### src/rtl/cm_event_arbiter_pkg.sv
// ---------------------------------------------------------------------------
// cm_event_arbiter_pkg
// Shared definitions for the CM event arbiter:
//   - code/data widths of the three CM event sources
//   - evt_src_e : outbound source tag (NONE/ERR/CFG/VGA)
//   - out_state_e : output register FSM states
//   - bit positions inside the 6-bit status word
//   - maxOf3 : width helper used to size the merged code bus
// ---------------------------------------------------------------------------
package cm_event_arbiter_pkg;

    localparam int CONFIG_NOTIFICATION_WIDTH = 8;
    localparam int CONFIG_ERROR_WIDTH        = 8;
    localparam int VGA_NOTIFICATION_WIDTH    = 8;
    localparam int DATA_WIDTH                = 32;

    typedef enum logic [1:0] {
        NONE = 2'd0,
        ERR  = 2'd1,
        CFG  = 2'd2,
        VGA  = 2'd3
    } evt_src_e;

    typedef enum logic {
        ST_IDLE = 1'b0,
        ST_HOLD = 1'b1
    } out_state_e;

    localparam int STATUS_W      = 6;
    localparam int STAT_PEND_ERR = 0;
    localparam int STAT_PEND_CFG = 1;
    localparam int STAT_PEND_VGA = 2;
    localparam int STAT_OVF_ERR  = 3;
    localparam int STAT_OVF_CFG  = 4;
    localparam int STAT_OVF_VGA  = 5;

    function automatic int maxOf3(input int a, input int b, input int c);
        int m;
        m = (a > b) ? a : b;
        return (m > c) ? m : c;
    endfunction

endpackage

### src/rtl/cm_event_slot.sv
// ---------------------------------------------------------------------------
// cm_event_slot
// One-deep holding register for a single event source.
//   i_clk, i_rst   : clock, synchronous active-high reset
//   i_strobe       : source strobe, i_code/i_data captured with it
//   i_free         : slot contents move to the output register this edge
//   i_ovfClr       : clears the sticky overflow flag
//   o_pending      : slot holds an event
//   o_code/o_data  : held event
//   o_promoted     : aging enabled and the event has waited AGE_MAX edges
//   o_ovf          : sticky, a strobe was dropped because the slot was full
// ---------------------------------------------------------------------------
module cm_event_slot
    import cm_event_arbiter_pkg::*;
#(
    parameter int CODE_W  = 8,
    parameter int DATA_W  = 32,
    parameter bit AGING   = 1'b1,
    parameter int AGE_MAX = 15
) (
    input  logic              i_clk,
    input  logic              i_rst,
    input  logic              i_strobe,
    input  logic [CODE_W-1:0] i_code,
    input  logic [DATA_W-1:0] i_data,
    input  logic              i_free,
    input  logic              i_ovfClr,
    output logic              o_pending,
    output logic [CODE_W-1:0] o_code,
    output logic [DATA_W-1:0] o_data,
    output logic              o_promoted,
    output logic              o_ovf
);

    localparam int AGE_W = $clog2(AGE_MAX + 1);

    logic              r_pending;
    logic [CODE_W-1:0] r_code;
    logic [DATA_W-1:0] r_data;
    logic [AGE_W-1:0]  r_age;
    logic              r_ovf;
    logic              w_capture;
    logic              w_overflow;

    // A slot that is handing its event to the output on this edge counts
    // as free, so a strobe arriving on that same edge is still accepted.
    assign w_capture  = i_strobe && (!r_pending || i_free);
    assign w_overflow = i_strobe && r_pending && !i_free;

    // Pending flag and payload. A capture wins over the free so the slot
    // stays occupied when it empties and refills on the same edge.
    always_ff @(posedge i_clk) begin
        if (i_rst) begin
            r_pending <= 1'b0;
            r_code    <= '0;
            r_data    <= '0;
        end else if (w_capture) begin
            r_pending <= 1'b1;
            r_code    <= i_code;
            r_data    <= i_data;
        end else if (i_free) begin
            r_pending <= 1'b0;
        end
    end

    // Sticky overflow. A fresh overflow beats a simultaneous clear so no
    // dropped event can go unreported.
    always_ff @(posedge i_clk) begin
        if (i_rst) begin
            r_ovf <= 1'b0;
        end else if (w_overflow) begin
            r_ovf <= 1'b1;
        end else if (i_ovfClr) begin
            r_ovf <= 1'b0;
        end
    end

    // Age counts edges the event sat pending without being picked. It
    // restarts on transfer (a refill on that edge is a brand-new event)
    // and saturates so promotion stays asserted until the event leaves.
    always_ff @(posedge i_clk) begin
        if (i_rst) begin
            r_age <= '0;
        end else if (!AGING || !r_pending || i_free) begin
            r_age <= '0;
        end else if (r_age != AGE_W'(AGE_MAX)) begin
            r_age <= r_age + AGE_W'(1);
        end
    end

    assign o_pending  = r_pending;
    assign o_code     = r_code;
    assign o_data     = r_data;
    assign o_ovf      = r_ovf;
    assign o_promoted = AGING && r_pending && (r_age == AGE_W'(AGE_MAX));

endmodule

### src/rtl/cm_event_arbiter.sv
// ---------------------------------------------------------------------------
// cm_event_arbiter
// Merges CM config notifications, config errors and VGA notifications onto
// one valid/ready event channel.
//   i_clk, i_rst          : clock, synchronous active-high reset
//   i_cfg_notif(_valid)   : config notification code + strobe
//   i_err_code, i_err_valid : config error code + strobe
//   i_vga_notif(_valid), i_vga_data : VGA notification code/data + strobe
//   o_evt_valid, i_evt_ready : outbound handshake
//   o_evt_src             : 1=err 2=cfg 3=vga, 0 when idle
//   o_evt_code/o_evt_data : event payload (code zero-extended)
//   o_status              : {ovf_vga, ovf_cfg, ovf_err, pend_vga, pend_cfg, pend_err}
//   i_status_clr          : clears the sticky overflow bits
//   o_evt_count           : accepted events, wrapping
// ---------------------------------------------------------------------------
module cm_event_arbiter
    import cm_event_arbiter_pkg::*;
#(
    parameter int CFG_NOTIF_W = CONFIG_NOTIFICATION_WIDTH,
    parameter int ERR_W       = CONFIG_ERROR_WIDTH,
    parameter int VGA_NOTIF_W = VGA_NOTIFICATION_WIDTH,
    parameter int DATA_W      = DATA_WIDTH,
    parameter int AGE_MAX     = 15,
    parameter int CNT_W       = 16,
    localparam int CODE_W     = maxOf3(CFG_NOTIF_W, ERR_W, VGA_NOTIF_W)
) (
    input  logic                   i_clk,
    input  logic                   i_rst,
    input  logic [CFG_NOTIF_W-1:0] i_cfg_notif,
    input  logic                   i_cfg_notif_valid,
    input  logic [ERR_W-1:0]       i_err_code,
    input  logic                   i_err_valid,
    input  logic [VGA_NOTIF_W-1:0] i_vga_notif,
    input  logic                   i_vga_notif_valid,
    input  logic [DATA_W-1:0]      i_vga_data,
    output logic                   o_evt_valid,
    input  logic                   i_evt_ready,
    output logic [1:0]             o_evt_src,
    output logic [CODE_W-1:0]      o_evt_code,
    output logic [DATA_W-1:0]      o_evt_data,
    output logic [STATUS_W-1:0]    o_status,
    input  logic                   i_status_clr,
    output logic [CNT_W-1:0]       o_evt_count
);

    out_state_e        r_state;
    out_state_e        w_nextState;
    evt_src_e          r_evtSrc;
    logic [CODE_W-1:0] r_evtCode;
    logic [DATA_W-1:0] r_evtData;
    logic [CNT_W-1:0]  r_count;

    logic              w_pendErr, w_pendCfg, w_pendVga;
    logic              w_promCfg, w_promVga, w_promErr;
    logic              w_ovfErr, w_ovfCfg, w_ovfVga;
    logic [CODE_W-1:0] w_errCode, w_cfgCode, w_vgaCode;
    logic [DATA_W-1:0] w_errData, w_cfgData, w_vgaData;
    logic              w_anyPend, w_accept, w_load;
    evt_src_e          w_winner;
    logic [CODE_W-1:0] w_nextCode;
    logic [DATA_W-1:0] w_nextData;

    cm_event_slot #(
        .CODE_W(CODE_W), .DATA_W(DATA_W), .AGING(1'b0), .AGE_MAX(AGE_MAX)
    ) u_errSlot (
        .i_clk(i_clk), .i_rst(i_rst),
        .i_strobe(i_err_valid), .i_code(CODE_W'(i_err_code)), .i_data('0),
        .i_free(w_load && (w_winner == ERR)), .i_ovfClr(i_status_clr),
        .o_pending(w_pendErr), .o_code(w_errCode), .o_data(w_errData),
        .o_promoted(w_promErr), .o_ovf(w_ovfErr)
    );

    cm_event_slot #(
        .CODE_W(CODE_W), .DATA_W(DATA_W), .AGING(1'b1), .AGE_MAX(AGE_MAX)
    ) u_cfgSlot (
        .i_clk(i_clk), .i_rst(i_rst),
        .i_strobe(i_cfg_notif_valid), .i_code(CODE_W'(i_cfg_notif)), .i_data('0),
        .i_free(w_load && (w_winner == CFG)), .i_ovfClr(i_status_clr),
        .o_pending(w_pendCfg), .o_code(w_cfgCode), .o_data(w_cfgData),
        .o_promoted(w_promCfg), .o_ovf(w_ovfCfg)
    );

    cm_event_slot #(
        .CODE_W(CODE_W), .DATA_W(DATA_W), .AGING(1'b1), .AGE_MAX(AGE_MAX)
    ) u_vgaSlot (
        .i_clk(i_clk), .i_rst(i_rst),
        .i_strobe(i_vga_notif_valid), .i_code(CODE_W'(i_vga_notif)), .i_data(i_vga_data),
        .i_free(w_load && (w_winner == VGA)), .i_ovfClr(i_status_clr),
        .o_pending(w_pendVga), .o_code(w_vgaCode), .o_data(w_vgaData),
        .o_promoted(w_promVga), .o_ovf(w_ovfVga)
    );

    // The output register takes a new event whenever it is empty or its
    // current event is being accepted, which gives back-to-back transfers.
    assign w_anyPend = w_pendErr || w_pendCfg || w_pendVga;
    assign w_accept  = (r_state == ST_HOLD) && i_evt_ready;
    assign w_load    = w_anyPend && ((r_state == ST_IDLE) || w_accept);

    // Fixed priority err > cfg > vga, but an aged-out cfg or vga jumps
    // ahead of err. The err slot never ages, so w_promErr is always low
    // and only kept to give the slot output a home.
    always_comb begin
        w_winner = NONE;
        if (w_promCfg) begin
            w_winner = CFG;
        end else if (w_promVga) begin
            w_winner = VGA;
        end else if (w_pendErr || w_promErr) begin
            w_winner = ERR;
        end else if (w_pendCfg) begin
            w_winner = CFG;
        end else if (w_pendVga) begin
            w_winner = VGA;
        end
    end

    // Payload of the winning slot. Err and cfg slots are fed zero data so
    // the data field reads 0 for them without extra masking.
    always_comb begin
        w_nextCode = '0;
        w_nextData = '0;
        case (w_winner)
            ERR: begin
                w_nextCode = w_errCode;
                w_nextData = w_errData;
            end
            CFG: begin
                w_nextCode = w_cfgCode;
                w_nextData = w_cfgData;
            end
            VGA: begin
                w_nextCode = w_vgaCode;
                w_nextData = w_vgaData;
            end
            default: begin
            end
        endcase
    end

    // Output FSM state register.
    always_ff @(posedge i_clk) begin
        if (i_rst) begin
            r_state <= ST_IDLE;
        end else begin
            r_state <= w_nextState;
        end
    end

    // Output FSM next state: stay in HOLD while there is either an
    // unaccepted event or a follow-on event ready to load.
    always_comb begin
        w_nextState = r_state;
        case (r_state)
            ST_IDLE: if (w_anyPend) w_nextState = ST_HOLD;
            ST_HOLD: if (w_accept)  w_nextState = w_anyPend ? ST_HOLD : ST_IDLE;
            default: w_nextState = ST_IDLE;
        endcase
    end

    // Output register payload, only updated when a new winner is loaded so
    // it stays stable under backpressure.
    always_ff @(posedge i_clk) begin
        if (i_rst) begin
            r_evtSrc  <= NONE;
            r_evtCode <= '0;
            r_evtData <= '0;
        end else if (w_load) begin
            r_evtSrc  <= w_winner;
            r_evtCode <= w_nextCode;
            r_evtData <= w_nextData;
        end
    end

    // Accepted-event counter, wraps naturally at its width.
    always_ff @(posedge i_clk) begin
        if (i_rst) begin
            r_count <= '0;
        end else if (w_accept) begin
            r_count <= r_count + CNT_W'(1);
        end
    end

    // Output FSM outputs: the channel reads all-zero while idle, so a stale
    // payload left in the register after the last accept is never visible.
    always_comb begin
        o_evt_valid = 1'b0;
        o_evt_src   = NONE;
        o_evt_code  = '0;
        o_evt_data  = '0;
        if (r_state == ST_HOLD) begin
            o_evt_valid = 1'b1;
            o_evt_src   = r_evtSrc;
            o_evt_code  = r_evtCode;
            o_evt_data  = r_evtData;
        end
    end

    assign o_status[STAT_PEND_ERR] = w_pendErr;
    assign o_status[STAT_PEND_CFG] = w_pendCfg;
    assign o_status[STAT_PEND_VGA] = w_pendVga;
    assign o_status[STAT_OVF_ERR]  = w_ovfErr;
    assign o_status[STAT_OVF_CFG]  = w_ovfCfg;
    assign o_status[STAT_OVF_VGA]  = w_ovfVga;
    assign o_evt_count             = r_count;

endmodule

### config.mk
export PLATFORM = sky130hd
export DESIGN_NAME = cm_event_arbiter
export DESIGN_NICKNAME = d
export VERILOG_FILES = /design/src/rtl/cm_event_arbiter_pkg.sv /design/src/rtl/cm_event_slot.sv /design/src/rtl/cm_event_arbiter.sv
export SDC_FILE = /design/constraint.sdc
export NUM_CORES = 1
export LEC_CHECK = 0
export CAP_MARGIN = 10
export CORE_UTILIZATION = 60
export DETAILED_ROUTE_END_ITERATION = 10
export DONT_BUFFER_PORTS = 1
export PLACE_DENSITY = 0.76
export SETUP_SLACK_MARGIN = 0.15
export SYNTH_ARGS = -nofsm -noshare
export SYNTH_HDL_FRONTEND = slang
export SYNTH_HIERARCHICAL = 1
export SYNTH_SLANG_ARGS = --single-unit
### constraint.sdc
create_clock -name i_clk -period 2.64 [get_ports i_clk]
set_input_delay 0.132 -clock i_clk [delete_from_list [all_inputs] [get_ports i_clk]]
set_output_delay 0.132 -clock i_clk [all_outputs]
set_load 0.03 [all_outputs]
==> flow_metrics.tcl, run 1 <==
set metrics [dict create \
    arrival_ns 2.68 \
    multi_input_area_um2 5080 \
    yosys_most_used_dff "dfxtp_1" \
    synth_cells 984 \
    layout.nets 1212 \
    fmax_mhz 423 \
    power_leakage_uw 0.00452 \
    fin_crit_sh_pct 89.6 \
    synth_area_leaders "dfxtp_1 42%, nand2b_1 17%, mux2i_1 13%" \
    wl_per_cell_um 16.3 \
    initial_core_util_pct 62.3 \
    ir_drop_v 0.000498 \
    drive_above_1_share_pct 7.94 \
    grt_pass1_wl_mm 35.2 \
    dieArea_um2 15800 \
    synth-seq-area-share_pct 42.0 \
    crit_fanout 4 \
    synth_edf_count 0 \
    maxSlewHeadroom_pct 60.9 \
    yosysUniqueCellTypes 40 \
    ys_ff_latch 193 \
    maxCapViolCount 0 \
    place.port_buffers 0 \
    outcome "finished clean" \
    drv_slew 0 \
    syn2layout_area_growth_pct 24.4 \
    path_clk_slew_ns 0.07 \
    setup-tns-final_ns 0 \
    cts.sinks 193 \
    drc_errors 0 \
    synth-async-reset-ratio_pct 0 \
    setup_viol 0 \
    final_common_cell "nand2b_1" \
    p_int_uw 5170 \
    holdWs_ns 0.0242 \
    die-height_um 126 \
    cp.required_ns 2.95 \
    die_x_um 126 \
    gp_congestion 0.758 \
    synth_top_area_share_pct 42.0 \
    fin_skew_ns 0.0103 \
    htree_levels 4 \
    yosysWarnings 6 \
    p_sw_uw 1790 \
    layout_min_cycle_time_ns 2.37 \
    p_comb_share_pct 15.4 \
    place_area_um2 9440 \
    numCtsBuffers 17 \
    fin_util_pct 77.5 \
    yosys.area.top_type "dfxtp_1" \
    clock_path_buffers 2 \
    dr_total_vias 7175 \
    p_seq_share_pct 46.6 \
    clock-root-buffer "clkbuf_16" \
    dr.pass1.iters 5 \
    ant_nets 0 \
    cts_tree "yes" \
    cp-end-kind "register" \
    grt_start_max_net_pins 174 \
    vias_per_cell 5.34 \
    crit_type "reg -> reg" \
    clk_latency_ns 0.43 \
    first_global_vias 7119 \
    diodes 0 \
    avgSynthCellArea_um2 9.34 \
    sw_frac_of_total_pct 25.8 \
    startpoint_type "register" \
    most-common-layout-cells "243 x nand2b_1, 190 x dfxtp_1, 130 x dlygate4sd3_1" \
    coreArea_um2 14800 \
    syn-cell-area_um2 9190 \
    fin_area_um2 11400 \
    rsz0062_at_grt "no" \
    drtIter0Drc 449 \
    grt_usage_pct 28.0 \
    power_frac_clock_pct 38.0 \
    hold_viol_final 0 \
    rows 44 \
    wirelength_mm 21.9 \
    overflow 0 \
    seqCellArea_um2 3870 \
    power_density_nw_per_um2 609 \
    antenna_found_initial 0 \
    ios 128 \
    tightest_slew_ns 0.587 \
    hpwl_mm 11.1 \
    n_fill_cell 998 \
    hold_class "in -> reg" \
    p_total_uw 6960 \
]
kinds of logic after synthesis:
| family | Yosys count | share of synthesized area, % |
|---|---|---|
| mux | 126 | 13.8 |
| compound gates | 98 | 8.70 |
| xor+xnor | 11 | 1.05 |
| simple gates | 463 | 28.1 |
| other cells | 2 | 0.0817 |
| flops | 193 | 42.0 |
| buf+inv | 88 | 5.87 |
| fa+ha+maj | 3 | 0.408 |
worst paths after layout:
check                                        start                           endpoint  slack [ns]  cells after the start
hold / removal                   i_cfg_notif_valid  u_cfgSlot/o_data[30]$_SDFFE_PP0P_        0.02                      2
setup reg to reg   u_vgaSlot/r_age[0]$_SDFFE_PP0P_       u_cfgSlot/o_ovf$_SDFFE_PP0P_        0.27                     11
hold reg to reg   u_vgaSlot/o_code[0]$_SDFFE_PP0P_          r_evtCode[0]$_SDFFE_PP0P_        0.46                      2
setup / recovery   u_vgaSlot/r_age[0]$_SDFFE_PP0P_       u_cfgSlot/o_ovf$_SDFFE_PP0P_        0.27                     11
per-stage QoR:
step	setup WS, ns	std cells
4_1_cts	0.161	1343
5_1_grt	0.149	1343
3_5_place_dp	0.00827	1177
6_report	0.274	1343
2_1_floorplan	0.269	1047
3_3_place_gp	0.109	1177
sequential cells by signal (all words and copies together) (netlist names), 2 cells and up:
register          count
r_evtCode             8
u_cfgSlot/r_age       4
u_errSlot/o_data     32
u_cfgSlot/o_code      8
r_evtSrc              2
u_vgaSlot/r_age       4
u_cfgSlot/o_data     32
u_vgaSlot/o_data     32
o_evt_count          16
u_errSlot/o_code      8
u_vgaSlot/o_code      8
r_evtData            32
cell type report:
class                   count  area share, %
inverters                   6          0.197
repair buffers            162           14.2
clock inverters             8          0.864
well taps                 184           2.01
flip-flops and latches    193           33.8
clock buffers              24           4.47
multi-input cells         766           44.4
Yosys cell counts, drive strengths merged, types with 12 or more instances:
| cell | instances |
|---|---|
| clkbuf | 51 |
| a221oi | 40 |
| nor2 | 81 |
| nand2b | 243 |
| nand2 | 49 |
| nor2b | 15 |
| a211oi | 42 |
| buf | 31 |
| dfxtp | 193 |
| mux2i | 122 |
| and2 | 44 |
| nand3 | 12 |
per-layer routing:
layer  global-route usage, %  routed length, um
met5                       0                  0
met4                    8.36                318
met3                    6.29               1150
met2                    47.1              10400
met1                    35.8               9980
critical path, stage by stage (launching register included):
cell and delay, ns:
dfxtp_2 0.34, ha_2 0.21, nand3_1 0.12, nor2_2 0.05
nor3_1 0.23, a21o_2 0.17, and2_1 0.16, nor2b_4 0.06
buf_4 0.15, a21oi_1 0.16, nor2_1 0.06, dlygate4sd3_1 0.54
repair_timing:
item | in CTS | in global routing
buffers inserted | 3 | 0
cloned | 0 | 0
gates resized for setup | 0 | 7
setup endpoints to repair | 13 | 5
hold buffers | 131 | 0
hold endpoints to repair | 192 | 0
power groups by stage:
| stage | logic (uW) | clock network [uW] | registers (uW) |
|---|---|---|---|
| floorplan | 776 | 0 | 3270 |
| global placement | 844 | 0 | 3300 |
| detailed placement | 856 | 0 | 3300 |
| CTS | 1050 | 2680 | 3240 |
| global route | 1160 | 2810 | 3270 |
| finish | 1070 | 2650 | 3240 |
(Power assumes the default switching activity.)
==> run 2: changes to the inputs <==
- SETUP_SLACK_MARGIN: 0.15 -> 0.3
==> flow_metrics.tcl, run 2 (synthesis results as in run 1) <==
set metrics [dict create \
    outcome "finished clean" \
    critPathTopFamily "simple AND/OR/NAND/NOR gates" \
    power_leakage_uw 0.00455 \
    maxSlewHeadroom_pct 57.8 \
    cts_tree "yes" \
    drc_errors 0 \
    rows 44 \
    die-height_um 126 \
    cts.sinks 193 \
    clock_path_buffers 2 \
    tightest_slew_ns 0.633 \
    diodes 0 \
    rsz0062_at_grt "yes" \
    grt_pass1_wl_mm 35.8 \
    setup_viol 0 \
    ir_drop_v 0.000505 \
    dieArea_um2 15800 \
    drtIter0Drc 495 \
    ant_nets 0 \
    cp.required_ns 3.01 \
    coreArea_um2 14800 \
    htree_levels 4 \
    crit_type "reg -> reg" \
    most-common-layout-cells "243 x nand2b_1, 190 x dfxtp_1, 151 x dlygate4sd3_1" \
    hold_class "in -> reg" \
    slowest_delay_ns 0.56 \
    fin_cells 1366 \
    maxCapViolCount 0 \
    layout.nets 1237 \
    power_density_nw_per_um2 586 \
    path_cells "ha_1, nand3_1, nor2_2, buf_4, nor3_2, a21oi_2, o211a_1, nor2b_4, nor2_1, nor2_1, dlygate4sd3_1" \
    first_global_vias 7335 \
    gp_congestion 0.741 \
    initial_core_util_pct 62.3 \
    drv_slew 0 \
    syn2layout_area_growth_pct 27.2 \
    fmax_mhz 437 \
    place.port_buffers 0 \
    overflow 0 \
    ios 128 \
    seqCellArea_um2 3870 \
    antenna_found_initial 0 \
    layout_min_cycle_time_ns 2.29 \
    path_common_cell "nor2_1" \
    drive_above_1_share_pct 7.53 \
    wirelength_mm 22.6 \
    final_common_cell "nand2b_1" \
    dr_total_vias 7368 \
    setup-tns-final_ns 0 \
    clk_latency_ns 0.43 \
    path_clk_slew_ns 0.06 \
    die_x_um 126 \
    grt_usage_pct 28.2 \
    cp-end-kind "register" \
    path_buf_inv 2 \
    critical-path-slowest-cell "dlygate4sd3_1" \
    grt_start_max_net_pins 158 \
    hpwl_mm 10.8 \
    multi_input_area_um2 5090 \
    startpoint_type "register" \
    fin_skew_ns 0.00764 \
    fin_crit_sh_pct 86.7 \
    wl_per_cell_um 16.5 \
    numCtsBuffers 17 \
    clock-root-buffer "clkbuf_16" \
    dp_cells 1176 \
    crit_fanout 4 \
    arrival_ns 2.65 \
    hold_viol_final 0 \
    dr.pass1.iters 5 \
    n_fill_cell 984 \
    vias_per_cell 5.39 \
    holdWs_ns 0.0751 \
]
-- run 2: cell count changes in the layout (fill, tap and decap cells not counted), moves of 2 or more --
| cell | previous run | this run |
|---|---|---|
| dlygate4sd3_1 | 130 | 151 |
| clkbuf_1 | 1 | 7 |
| clkbuf_8 | 6 | 1 |
| buf_4 | 25 | 22 |
| clkbuf_16 | 17 | 20 |
| buf_6 | 1 | 3 |
| clkinv_2 | 3 | 1 |
-- run 2: path summary, 6_finish.rpt --
path | end | from | cells after the start | slack, ns
setup / recovery | u_vgaSlot/o_pending$_SDFFE_PP0P_ | u_vgaSlot/r_age[0]$_SDFFE_PP0P_ | 11 | 0.35
hold / removal | u_errSlot/o_code[4]$_SDFFE_PP0P_ | i_err_valid | 2 | 0.08
setup reg to reg | u_vgaSlot/o_pending$_SDFFE_PP0P_ | u_vgaSlot/r_age[0]$_SDFFE_PP0P_ | 11 | 0.35
hold reg to reg | r_evtData[20]$_SDFFE_PP0P_ | u_vgaSlot/o_data[20]$_SDFFE_PP0P_ | 2 | 0.46
-- run 2: metrics by stage --
stage                     util, %  power, uW  instance area [um^2]  worst slack [ns]
final                        79.2       6850                 11700             0.352
after CTS                    78.1       6800                 11500             0.310
after global placement       63.9       4140                  9430             0.145
after global routing         79.2       7100                 11700             0.227
after detailed placement     63.9       4150                  9430             0.107
after floorplan                 -       4040                  9430             0.371
-- run 2: worst reg2reg max path, cell delays in order, from the launching register on --
cell and delay [ns]:
dfxtp_2 0.34, ha_1 0.21, nand3_1 0.13, nor2_2 0.06, buf_4 0.14, nor3_2 0.22, a21oi_2 0.09, o211a_1 0.16
nor2b_4 0.19, nor2_1 0.06, nor2_1 0.08, dlygate4sd3_1 0.56
-- run 2: metal layers --
metal  share of wire, %  GRT usage (%)  vias up  wire length [um]
met5                  0              0        -                 0
met4                1.2           8.72        0               272
met3                4.9           5.35       20              1110
met2                 48           48.6      208             11000
met1                 45           35.7     3536             10200
li1                   -              -     3604                 -
-- run 2: area by class of cell --
class	count	share of cell area (%)
inverters	6	0.193
flip-flops and latches	193	33.1
multi-input cells	767	43.5
well taps	184	1.97
clock buffers	25	3.98
repair buffers	186	16.5
clock inverters	5	0.696
-- run 2: where the power goes --
group,internal (uW),switching (uW)
clock network,1410,1070
registers,3120,126
logic,541,584
-- run 2: repair_timing --
item                                   CTS  global route
hold buffers                           152             0
setup endpoints to repair               25           119
resized for setup                        1            10
gates cloned                             1             3
endpoints found under the hold margin  192             0
setup buffers                            0             4
==> run 3: changes to the inputs <==
- CTS_BUF_LIST: not set -> sky130_fd_sc_hd__clkbuf_4 sky130_fd_sc_hd__clkbuf_8 sky130_fd_sc_hd__clkbuf_16
==> flow_metrics.tcl, run 3 (synthesis results as in run 1) <==
set metrics [dict create \
    startpoint_type "register" \
    hpwl_mm 10.8 \
    layout.nets 1238 \
    clk_latency_ns 0.42 \
    path_clk_slew_ns 0.07 \
    ir_drop_v 0.000516 \
    ios 128 \
    rows 44 \
    p_total_uw 6920 \
    grt_usage_pct 28.0 \
    dr_total_vias 7294 \
    syn2layout_area_growth_pct 27.6 \
    crit_fanout 4 \
    cts.sinks 193 \
    place.port_buffers 0 \
    ant_nets 0 \
    drv_slew 0 \
    arrival_ns 2.62 \
    setup-tns-final_ns 0 \
    p_seq_share_pct 46.9 \
    power_leakage_uw 0.00458 \
    grt_start_max_net_pins 158 \
    grt_pass1_wl_mm 35.6 \
    dr.pass1.iters 5 \
    rsz0062_at_grt "yes" \
    clock-root-buffer "clkbuf_16" \
    tightest_slew_ns 0.537 \
    vias_per_cell 5.34 \
    hold_class "in -> reg" \
    fin_util_pct 79.5 \
    dieArea_um2 15800 \
    cp.required_ns 3.00 \
    wirelength_mm 22.3 \
    outcome "finished clean" \
    power_density_nw_per_um2 589 \
    p_int_uw 5150 \
    cts_tree "yes" \
    cp-end-kind "register" \
    numCtsBuffers 17 \
    n_fill_cell 965 \
    coreArea_um2 14800 \
    most-common-layout-cells "243 x nand2b_1, 190 x dfxtp_1, 151 x dlygate4sd3_1" \
    clock_path_buffers 2 \
    overflow 0 \
    die-height_um 126 \
    initial_core_util_pct 62.3 \
    maxSlewHeadroom_pct 63.9 \
    fin_ws_ns 0.379 \
    htree_levels 4 \
    first_global_vias 7225 \
    p_comb_share_pct 16.3 \
    wl_per_cell_um 16.3 \
    layout_min_cycle_time_ns 2.26 \
    fin_skew_ns 0.00681 \
    pre_cts_slack_ns 0.107 \
    drtIter0Drc 515 \
    fin_crit_sh_pct 85.6 \
    p_sw_uw 1770 \
    crit_type "reg -> reg" \
    drive_above_1_share_pct 8.20 \
    fmax_mhz 442 \
    setup_viol 0 \
    die_x_um 126 \
    power_frac_clock_pct 36.8 \
    gp_congestion 0.741 \
    drc_errors 0 \
    r2r_slack_ns 0.38 \
    sw_frac_of_total_pct 25.6 \
    hold_viol_final 0 \
    final_common_cell "nand2b_1" \
    antenna_found_initial 0 \
    diodes 0 \
    maxCapViolCount 0 \
]
==> run 3: cell count changes in the layout (fill, tap and decap cells not counted), sizes merged <==
cell | previous run | this run
buf | 32 | 33
==> run 3: cell type report <==
| class | count | area, um^2 | area share, % |
|---|---|---|---|
| clock buffer | 25 | 492 | 4.19 |
| clock inverter | 5 | 81.3 | 0.693 |
| inverter | 6 | 22.5 | 0.192 |
| multi-input combinational | 767 | 5100 | 43.5 |
| sequential | 193 | 3870 | 33.0 |
| tap | 184 | 230 | 1.96 |
| timing repair buffer | 187 | 1940 | 16.5 |
==> run 3: critical path, stage by stage (launching register included) <==
cell	delay, ns
dfxtp_2	0.34
ha_1	0.21
nand3_1	0.13
nor2_2	0.06
buf_4	0.15
nor3_4	0.19
a21oi_2	0.08
o211a_1	0.16
nor2b_4	0.19
nor2_1	0.06
nor2_1	0.08
dlygate4sd3_1	0.56
==> run 3: final timing paths <==
kind / depth (start not counted) / to / startpoint
setup / recovery: 11 / u_vgaSlot/o_pending$_SDFFE_PP0P_ / u_vgaSlot/r_age[0]$_SDFFE_PP0P_
hold / removal: 2 / u_errSlot/o_data[11]$_SDFFE_PP0P_ / i_err_valid
setup reg to reg: 11 / u_vgaSlot/o_pending$_SDFFE_PP0P_ / u_vgaSlot/r_age[0]$_SDFFE_PP0P_
hold reg to reg: 2 / r_evtData[20]$_SDFFE_PP0P_ / u_vgaSlot/o_data[20]$_SDFFE_PP0P_
==> run 3: power by group through the flow <==
stage / registers [uW] / clock network (uW) / logic, uW
final: 3250 / 2540 / 1120
after global routing: 3270 / 2710 / 1210
after CTS: 3240 / 2580 / 1060
after detailed placement: 3300 / 0 / 852
after global placement: 3300 / 0 / 844
after floorplan: 3270 / 0 / 777
==> run 3: through the flow <==
| step | hold slack (ns) | std cells | cell area (um^2) |
|---|---|---|---|
| after floorplan | 0.253 | 1047 | 9430 |
| after global placement | 0.217 | 1176 | 9430 |
| after detailed placement | 0.214 | 1176 | 9430 |
| after CTS | 0.0875 | 1359 | 11600 |
| after global routing | 0.0801 | 1367 | 11700 |
| final | 0.0818 | 1367 | 11700 |
==> run 3: timing repair <==
action | 4_1_cts | 5_1_grt
hold endpoints to repair | 192 | 0
buffers inserted | 0 | 5
cloned | 1 | 3
resized for setup | 1 | 11
endpoints found under the setup margin | 24 | 119
hold buffers | 152 | 0
==> run 3: layer usage <==
| metal | vias to the layer above | GRT usage, % | part of all wire (%) |
|---|---|---|---|
| li1 | 3604 | - | - |
| met1 | 3495 | 36.2 | 47 |
| met2 | 180 | 47.5 | 48 |
| met3 | 15 | 5.44 | 4.3 |
| met4 | 0 | 8.43 | 0.97 |
| met5 | - | 0 | 0 |
